### config.mk
export PLATFORM = sky130hd
export DESIGN_NAME = rs_preio_link
export DESIGN_NICKNAME = d
export VERILOG_FILES = /design/src/rtl/rs_preio_link_pkg.sv /design/src/rtl/rs_preio_link_rx.sv /design/src/rtl/rs_preio_link.sv
export SDC_FILE = /design/constraint.sdc
export NUM_CORES = 1
export LEC_CHECK = 0
export BUFFER_PORTS_ARGS = -buffer_cell sky130_fd_sc_hd__buf_2
export CORE_ASPECT_RATIO = 0.7
export CORE_MARGIN = 5
export CORE_UTILIZATION = 45
export CTS_BUF_LIST = sky130_fd_sc_hd__clkbuf_16
export CTS_CLUSTER_SIZE = 30
export DETAILED_ROUTE_END_ITERATION = 12
export GPL_ROUTABILITY_DRIVEN = 0
export HOLD_SLACK_MARGIN = 0.05
export MAX_ROUTING_LAYER = met4
export PLACE_DENSITY_LB_ADDON = 0.2
export SLEW_MARGIN = 40
export SYNTH_ARGS = -nofsm -noshare
export SYNTH_HDL_FRONTEND = slang
export SYNTH_SLANG_ARGS = --single-unit
### constraint.sdc
create_clock -name FPGA_CLK -period 1.9 [get_ports FPGA_CLK]
set_input_delay 0.095 -clock FPGA_CLK [delete_from_list [all_inputs] [get_ports FPGA_CLK]]
set_output_delay 0.095 -clock FPGA_CLK [all_outputs]
set_load 0.05 [all_outputs]
### src/rtl/rs_preio_link_pkg.sv
// rtl/rs_preio_link_pkg.sv - shared types and helpers for the pre-I/O serial link
package rs_preio_link_pkg;

    typedef enum logic [2:0] {
        TX_IDLE,
        TX_START,
        TX_DATA,
        TX_PARITY,
        TX_STOP
    } tx_state_t;

    typedef enum logic [2:0] {
        RX_IDLE,
        RX_START,
        RX_DATA,
        RX_PARITY,
        RX_STOP
    } rx_state_t;

    localparam logic LINE_IDLE = 1'b1;

    function automatic int frame_bits(input int data_w, input int parity_en);
        return data_w + 2 + parity_en;
    endfunction

endpackage

### src/rtl/rs_preio_link_rx.sv
// rtl/rs_preio_link_rx.sv - receive half: line synchronizer, deframer and error flags
module rs_preio_link_rx #(
    parameter int DATA_W       = 8,
    parameter int CLKS_PER_BIT = 4,
    parameter int PARITY_EN    = 1
) (
    input  logic              clk,
    input  logic              rst,
    input  logic              line,
    output logic [DATA_W-1:0] data,
    output logic              valid,
    output logic              par_err,
    output logic              frm_err
);
    import rs_preio_link_pkg::*;

    localparam int TW = (CLKS_PER_BIT > 1) ? $clog2(CLKS_PER_BIT) : 1;
    localparam int IW = $clog2(DATA_W + 1);
    localparam logic [TW-1:0] BIT_LAST = TW'(CLKS_PER_BIT - 1);
    localparam logic [TW-1:0] HALF     = TW'(CLKS_PER_BIT / 2);
    localparam logic [IW-1:0] IDX_LAST = IW'(DATA_W - 1);

    logic              sync1;
    logic              sync2;
    logic              prev;
    rx_state_t         state;
    logic [TW-1:0]     timer;
    logic [IW-1:0]     idx;
    logic [DATA_W-1:0] shift;
    logic              par_bit;
    logic              bit_end;

    assign bit_end = (timer == BIT_LAST);

    always_ff @(posedge clk) begin
        if (rst) begin
            sync1   <= LINE_IDLE;
            sync2   <= LINE_IDLE;
            prev    <= LINE_IDLE;
            state   <= RX_IDLE;
            timer   <= '0;
            idx     <= '0;
            shift   <= '0;
            par_bit <= 1'b0;
            data    <= '0;
            valid   <= 1'b0;
            par_err <= 1'b0;
            frm_err <= 1'b0;
        end else begin
            sync1 <= line;
            sync2 <= sync1;
            prev  <= sync2;
            valid <= 1'b0;
            case (state)
                RX_IDLE: begin
                    timer <= '0;
                    if (prev && !sync2) state <= RX_START;
                end
                // Mid-start resample rejects short low glitches.
                RX_START: begin
                    if (timer == HALF) begin
                        timer <= '0;
                        idx   <= '0;
                        state <= sync2 ? RX_IDLE : RX_DATA;
                    end else begin
                        timer <= timer + 1'b1;
                    end
                end
                RX_DATA: begin
                    if (bit_end) begin
                        timer <= '0;
                        shift <= {sync2, shift[DATA_W-1:1]};
                        if (idx == IDX_LAST) state <= (PARITY_EN != 0) ? RX_PARITY : RX_STOP;
                        else                 idx   <= idx + 1'b1;
                    end else begin
                        timer <= timer + 1'b1;
                    end
                end
                RX_PARITY: begin
                    if (bit_end) begin
                        timer   <= '0;
                        par_bit <= sync2;
                        state   <= RX_STOP;
                    end else begin
                        timer <= timer + 1'b1;
                    end
                end
                RX_STOP: begin
                    if (bit_end) begin
                        timer   <= '0;
                        data    <= shift;
                        valid   <= 1'b1;
                        par_err <= (PARITY_EN != 0) && ((^shift) != par_bit);
                        frm_err <= !sync2;
                        state   <= RX_IDLE;
                    end else begin
                        timer <= timer + 1'b1;
                    end
                end
                default: state <= RX_IDLE;
            endcase
        end
    end

endmodule

### src/rtl/rs_preio_link.sv
// rtl/rs_preio_link.sv - fabric-side bit-serial link: inline TX framer plus RX deframer
module rs_preio_link #(
    parameter int DATA_W       = 8,
    parameter int CLKS_PER_BIT = 4,
    parameter int PARITY_EN    = 1
) (
    input  logic              FPGA_CLK,
    input  logic              FPGA_RST,
    input  logic [DATA_W-1:0] TX_DATA,
    input  logic              TX_VALID,
    output logic              TX_READY,
    output logic              FPGA_OUT,
    input  logic              FPGA_IN,
    output logic [DATA_W-1:0] RX_DATA,
    output logic              RX_VALID,
    output logic              RX_PAR_ERR,
    output logic              RX_FRM_ERR
);
    import rs_preio_link_pkg::*;

    localparam int TW = (CLKS_PER_BIT > 1) ? $clog2(CLKS_PER_BIT) : 1;
    localparam int IW = $clog2(DATA_W + 1);
    localparam logic [TW-1:0] BIT_LAST = TW'(CLKS_PER_BIT - 1);
    localparam logic [IW-1:0] IDX_LAST = IW'(DATA_W - 1);

    generate
        if (CLKS_PER_BIT < 2) begin : g_bad_cpb
            $error("rs_preio_link: CLKS_PER_BIT must be >= 2");
        end
    endgenerate

    tx_state_t         tx_state;
    logic [TW-1:0]     tx_timer;
    logic [IW-1:0]     tx_idx;
    logic [DATA_W-1:0] tx_shift;
    logic [DATA_W-1:0] tx_shift_next;
    logic              tx_par;
    logic              tx_line;
    logic              tx_bit_end;
    logic              tx_load;

    assign tx_bit_end    = (tx_timer == BIT_LAST);
    assign tx_shift_next = tx_shift >> 1;
    // Ready in the last stop cycle lets the next frame start with no idle gap.
    assign TX_READY = !FPGA_RST &&
                      ((tx_state == TX_IDLE) || ((tx_state == TX_STOP) && tx_bit_end));
    assign tx_load  = TX_VALID && TX_READY;
    assign FPGA_OUT = tx_line | FPGA_RST;

    always_ff @(posedge FPGA_CLK) begin
        if (FPGA_RST) begin
            tx_state <= TX_IDLE;
            tx_timer <= '0;
            tx_idx   <= '0;
            tx_shift <= '0;
            tx_par   <= 1'b0;
            tx_line  <= LINE_IDLE;
        end else if (tx_load) begin
            tx_shift <= TX_DATA;
            tx_par   <= ^TX_DATA;
            tx_line  <= 1'b0;
            tx_timer <= '0;
            tx_state <= TX_START;
        end else if (tx_state == TX_IDLE) begin
            tx_timer <= '0;
        end else if (!tx_bit_end) begin
            tx_timer <= tx_timer + 1'b1;
        end else begin
            tx_timer <= '0;
            case (tx_state)
                TX_START: begin
                    tx_idx   <= '0;
                    tx_line  <= tx_shift[0];
                    tx_state <= rs_preio_link_pkg::TX_DATA;
                end
                rs_preio_link_pkg::TX_DATA: begin
                    if (tx_idx == IDX_LAST) begin
                        tx_line  <= (PARITY_EN != 0) ? tx_par : LINE_IDLE;
                        tx_state <= (PARITY_EN != 0) ? TX_PARITY : TX_STOP;
                    end else begin
                        tx_idx   <= tx_idx + 1'b1;
                        tx_shift <= tx_shift_next;
                        tx_line  <= tx_shift_next[0];
                    end
                end
                TX_PARITY: begin
                    tx_line  <= LINE_IDLE;
                    tx_state <= TX_STOP;
                end
                default: begin
                    tx_line  <= LINE_IDLE;
                    tx_state <= TX_IDLE;
                end
            endcase
        end
    end

    rs_preio_link_rx #(
        .DATA_W       (DATA_W),
        .CLKS_PER_BIT (CLKS_PER_BIT),
        .PARITY_EN    (PARITY_EN)
    ) u_rx (
        .clk     (FPGA_CLK),
        .rst     (FPGA_RST),
        .line    (FPGA_IN),
        .data    (RX_DATA),
        .valid   (RX_VALID),
        .par_err (RX_PAR_ERR),
        .frm_err (RX_FRM_ERR)
    );

endmodule
== Word-level counts from Yosys, hierarchy flattened ==
Index checks and enable logic that the tools add are counted.

* Output and inout port bits: 13
* Logic and storage cells: 116
* Bits in registers: 51
* Input port bits: 12

* $add $sub $neg: 4
* Bitwise gates (word level): 4
* Reductions and logical operators: 30
* Muxes and demuxes: 33
* Eq/ne operators: 26

{| class="wikitable"
|+ Operators by type and width
! operator !! count
|-
| $mux 8 || 5
|-
| $mux 3 || 7
|-
| $mux 4 || 4
|-
| $pmux 4 s2 || 2
|-
| $reduce_xor 8->1 || 2
|-
| $pmux 3 s5 || 1
|-
| $eq 3x2->1 const B || 4
|-
| $ne 2x1->1 const B || 6
|-
| $ne 2x2->1 const B || 5
|-
| $pmux 3 s3 || 1
|-
| $add 4x1->4 const B || 2
|-
| $eq 4x3->1 const B || 2
|-
| $mux 1 || 8
|-
| $reduce_and 2->1 || 4
|-
| $reduce_and 4->1 || 2
|-
| $reduce_bool 2->1 || 4
|-
| $eq 2x2->1 const B || 3
|-
| $eq 3x1->1 const B || 2
|-
| $eq 3x3->1 const B || 2
|-
| $logic_not 3->1 || 2
|-
| $mux 2 || 3
|-
| $pmux 2 s3 || 1
|-
| $reduce_and 3->1 || 2
|-
| $reduce_and 6->1 || 1
|-
| other kinds (14) || 22
|}

== Logic depth before layout (Yosys ltp) ==
* Word-level depth: 7
* Depth in mapped cells: 7
* Gate-level depth less buffers: 6

== Cells and area by module ==
From an unflattened synthesis, not the netlist that was laid out.

* Cells, all modules: 297
* Area total of the unflattened synthesis: 2,549.9 µm²

{| class="wikitable"
|+ Modules (own cells, without submodules)
! module !! area an instance (µm²) !! sequential area each (µm²) !! cells each !! times used
|-
| rs_preio_link_rx || 1,488.9 || 640.6 || 179 || 1
|-
| rs_preio_link || 1,061.0 || 380.4 || 118 || 1
|}

== Least setup slack after synthesis ==
Ideal clock, no wire load.

* Path type: reg2reg
* Start: register u_rx.timer[0]
* End: register u_rx.idx[3]
* Data required time: 1.830 ns
* Cell stages (with the launch flop): 7
* Path slack: 0.221 ns
* Arrival: 1.608 ns
* Cells stage by stage: dfxtp_1 -> ha_1 -> buf_2 -> nor3b_1 -> o21ba_2 -> or4_1 -> a21oi_1

* Word-level cells in the longest chain between the ends: 3
* Elaborated cells between the ends (all ways): 5
* Those cells by class: eq/ne: 4; reduce/logical: 1

{| class="wikitable"
|+ RTL lines
! what !! line !! RTL
|-
| start: declaration || rs_preio_link_rx.sv:27 || <nowiki>logic [TW-1:0] timer;</nowiki>
|-
| start signal: assignment || rs_preio_link_rx.sv:66 || <nowiki>timer <= timer + 1'b1;</nowiki>
|-
| start signal: assignment || rs_preio_link_rx.sv:76 || <nowiki>timer <= timer + 1'b1;</nowiki>
|-
| start signal: assignment || rs_preio_link_rx.sv:85 || <nowiki>timer <= timer + 1'b1;</nowiki>
|-
| $eq 2x2->1 || rs_preio_link_rx.sv:33 || <nowiki>assign bit_end = (timer == BIT_LAST);</nowiki>
|-
| named net u_rx.bit_end || rs_preio_link_rx.sv:31 || <nowiki>logic bit_end;</nowiki>
|-
| $ne 2x1->1 (no line) || - ||
|-
| $reduce_and 4->1 (no line) || - ||
|-
| end signal: assignment || rs_preio_link_rx.sv:74 || <nowiki>else idx <= idx + 1'b1;</nowiki>
|-
| end: declaration || rs_preio_link_rx.sv:28 || <nowiki>logic [IW-1:0] idx;</nowiki>
|}

The timed path passes the listed nets, and every way through them passes these cells.
A chain may end at the register's enable or synchronous reset.

== Worst setup path after layout ==
Same ends and word-level chain as after synthesis.

==> flow_summary.json <==
{
  "synth.area.mux_share": 0.0403,
  "drt-vias-per-instance": 5.44,
  "ctsRootBufferMaster": "sky130_fd_sc_hd__clkbuf_16",
  "drt-pass1-iter-count": 4,
  "tritoncts_num_sinks": 51,
  "finalHoldViolations": 0,
  "maxSlewViolCount": 0,
  "placementRows": 22,
  "route.detailed.drc": 0,
  "syn_inst": 290,
  "whs_endpoint": "tx_shift[7]$_SDFFE_PP0P_",
  "cts_post_setup_buffers_inserted": 0,
  "synth_top_family_by_area": "simple AND/OR/NAND/NOR gates",
  "worst_r2r_startpoint": "u_rx.timer[0]$_SDFFE_PP0P_",
  "dr.first_iter.drc_count": 139,
  "max-vdd-ir-drop_mv": 0.625,
  "synth.avg_cell_area_sq_um": 8.68,
  "syn2layout_area_growth_pct": 14.8,
  "critPathCaptureType": "register",
  "capture_point_of_the_worst_reg_to_reg_path": "u_rx.idx[3]$_SDFFE_PP0P_",
  "globalRouteOverflowTotal": 0,
  "asyncSetResetFlopFracSynth": 0,
  "dominantRegCellSynth": "sky130_fd_sc_hd__dfxtp_1",
  "initial_core_utilization": 0.471,
  "synth.yosys.warnings": 0,
  "max_cap_viols": 0,
  "globalRouteTotalUtil": 0.153,
  "hold_path_depth": 3,
  "final_antenna_net_count": 0,
  "design.portCount": 25,
  "synth-simple-area-share": 0.255,
  "status": "finished, final reports clean",
  "timing_worst_setup_path_type": "reg -> reg",
  "fin_worst_skew_ns": 0.00335,
  "worstMarginPinSlew_ns": 0.437,
  "cts.reportedPaths.clkPinSlew_ns": 0.07,
  "fmax_mhz": 595,
  "synth.area.top_cells": "sky130_fd_sc_hd__dfxtp_1 (41%), sky130_fd_sc_hd__nand2_1 (5.4%), sky130_fd_sc_hd__a21oi_1 (5.2%), sky130_fd_sc_hd__mux2i_1 (3.6%), sky130_fd_sc_hd__ha_1 (3.5%)",
  "stdcell_area_sq_um": 2890,
  "dpl-instance-area_sq_um": 2740,
  "floorplan.die.width_um": 99.4,
  "cts_hold_repair_buffers": 1,
  "ys_types": 51,
  "wire_per_inst_um": 13.0,
  "critical_path.startpoint_type": "register",
  "synth.yosys.seq_area_share": 0.406,
  "critPathMaxFanout": 6,
  "reg2reg_depth": 5,
  "finalCritPeriodShare": 0.885,
  "drt_wl_total_um": 5050,
  "grt_setup_unrepaired": "false",
  "critical_path.startpoint": "u_rx.timer[0]$_SDFFE_PP0P_",
  "fp.coreArea_sq_um": 5340,
  "cts_bufs_inserted": 5,
  "synth.cell_area_sq_um": 2520,
  "dp.final_hpwl_um": 3460,
  "slew_headroom": 0.708,
  "io_buffer_count": 24,
  "power-per-cell-area_nw_per_um2": 790,
  "synth-xor-area-share": 0.0507,
  "first_global_vias": 1912,
  "final_period_minus_worst_setup_slack_ns": 1.68,
  "timing.critical_path.arrival_ns": 1.90,
  "layout.nets": 334,
  "worst_min_path_class": "in -> reg",
  "cts_repair_resize_count": 0,
  "diodes": 0,
  "synth_edf_count": 0,
  "timing.critical_path.required_ns": 2.12,
  "min_from": "TX_DATA[7]",
  "maximum_number_of_pins_on_one_net_before_global_route_repair": 22,
  "fp.dieArea_sq_um": 7210,
  "detailroute.via_count": 2110,
  "synth.top_cell.area_share": 0.406,
  "die_h_um": 72.6,
  "fraction_of_the_mapped_netlist_area_in_adder_cells": 0.0348,
  "synth-compound-area-share": 0.170,
  "number_of_nets_produced_by_synthesis": 309,
  "register_to_register_setup_slack_ns": 0.22,
  "final_layout_size_suffix_gt1_frac": 0.177,
  "grt_antenna_before_repair": 0,
  "clock_tree_from_tritoncts": "built",
  "synth.ff_latch_count": 51,
  "setup_total_negative_slack_ns": 0,
  "cts_max_level": 2,
  "clk-insertion-delay-late_ns": 0.29,
  "grt_pass1_wl_um": 8820,
  "power.static_leakage_nw": 1.07,
  "clock_tree.buffer_depth": 2,
  "setup_violations": 0,
  "netlist.top_cell.by_area": "sky130_fd_sc_hd__dfxtp_1"
}
critical path, cell delays in order, from the launching register on:
cell and delay, ns:
sky130_fd_sc_hd__dfxtp_1 0.42, sky130_fd_sc_hd__ha_1 0.20, sky130_fd_sc_hd__nor3b_1 0.07, sky130_fd_sc_hd__o21ba_2 0.27, sky130_fd_sc_hd__or4_1 0.50, sky130_fd_sc_hd__a21oi_1 0.16
registers in the layout, indices dropped and copies added, names as in the netlist, 2 cells and up:
signal / flops
tx_shift: 8
u_rx.data: 8
u_rx.shift: 8
tx_idx: 4
u_rx.idx: 4
tx_state: 3
u_rx.state: 3
tx_timer: 2
u_rx.timer: 2
Yosys cell counts, drive strengths merged, types with 2 or more instances:
| master | n |
|---|---|
| dfxtp | 51 |
| nand2 | 36 |
| a21oi | 26 |
| nor2 | 20 |
| nor3 | 12 |
| buf | 10 |
| clkbuf | 10 |
| xnor2 | 10 |
| mux2i | 9 |
| a311oi | 8 |
| o21ai | 8 |
| ha | 7 |
| nand3 | 6 |
| nand3b | 6 |
| nor3b | 6 |
| inv | 5 |
| nand2b | 5 |
| o31ai | 5 |
| nand4b | 4 |
| or2 | 4 |
| or4 | 4 |
| nor2b | 3 |
| o21bai | 3 |
| a211oi | 2 |
| and2 | 2 |
| and3 | 2 |
| nand4 | 2 |
| nor4 | 2 |
| o22a | 2 |
| or3b | 2 |
| xor2 | 2 |
logic make-up after synthesis:
family | Yosys count
DFF | 51
adders and majority gates | 7
AOI/OAI and AO/OA | 65
buffers and inverters | 25
muxes | 10
and+or+nand+nor | 119
xor gates and xnor gates | 13
routing by layer:
metal | share of wire | track usage
met1 | 0.54 | 0.213
met2 | 0.42 | 0.223
met3 | 0.034 | 0.0372
met4 | 0.0057 | 0.0364
met5 | 0 | -
power by group:
part	internal (mW)	switching, mW
logic	0.113	0.150
clock network	0.488	0.394
registers	1.10	0.0369
worst max-delay path by stage:
stage                                    end  cells after the start
floorplan           u_rx.idx[3]$_SDFFE_PP0P_                      6
global placement    tx_shift[4]$_SDFFE_PP0P_                      5
detailed placement  u_rx.idx[3]$_SDFFE_PP0P_                      5
CTS                 u_rx.idx[3]$_SDFFE_PP0P_                      5
global route        tx_shift[3]$_SDFFE_PP0P_                      5
finish              u_rx.idx[3]$_SDFFE_PP0P_                      5
layout by cell type (no fill, tap or decap), types with 3 or more instances in the layout:
master,instances
sky130_fd_sc_hd__dfxtp_1,51
sky130_fd_sc_hd__nand2_1,36
sky130_fd_sc_hd__a21oi_1,26
sky130_fd_sc_hd__buf_2,24
sky130_fd_sc_hd__nor2_1,20
sky130_fd_sc_hd__buf_4,13
sky130_fd_sc_hd__nor3_1,11
sky130_fd_sc_hd__xnor2_1,10
sky130_fd_sc_hd__mux2i_1,9
sky130_fd_sc_hd__o21ai_0,8
sky130_fd_sc_hd__a311oi_1,8
sky130_fd_sc_hd__ha_1,7
sky130_fd_sc_hd__inv_1,6
sky130_fd_sc_hd__nand3_1,6
sky130_fd_sc_hd__nand3b_1,6
sky130_fd_sc_hd__nand2b_1,5
sky130_fd_sc_hd__o31ai_1,5
sky130_fd_sc_hd__clkbuf_16,5
sky130_fd_sc_hd__or2_2,4
sky130_fd_sc_hd__nor3b_1,4
sky130_fd_sc_hd__nand4b_1,4
sky130_fd_sc_hd__or4_1,4
sky130_fd_sc_hd__nor2b_1,3
sky130_fd_sc_hd__o21bai_1,3
per-stage QoR:
step	cells	power [mW]	setup slack, ns	hold slack, ns	util
after detailed placement	379	1.42	0.260	0.309	0.512
final	388	2.28	0.219	0.0779	0.541
after global routing	388	2.39	0.0749	0.0933	0.541
after floorplan	290	1.35	0.221	0.199	-
after CTS	388	2.30	0.224	0.0690	0.541
after global placement	379	1.42	0.289	0.309	0.512
cell type report:
| class | count | area [sq um] |
|---|---|---|
| inverters | 5 | 18.8 |
| clock buffers | 5 | 125 |
| multi-input cells | 214 | 1390 |
| well taps | 72 | 90.1 |
| repair buffers | 38 | 228 |
| fillers | 496 | 2450 |
| flip-flops and latches | 51 | 1020 |
| clock inverters | 3 | 20.0 |
Note: power is estimated with default switching activity, not from simulation.
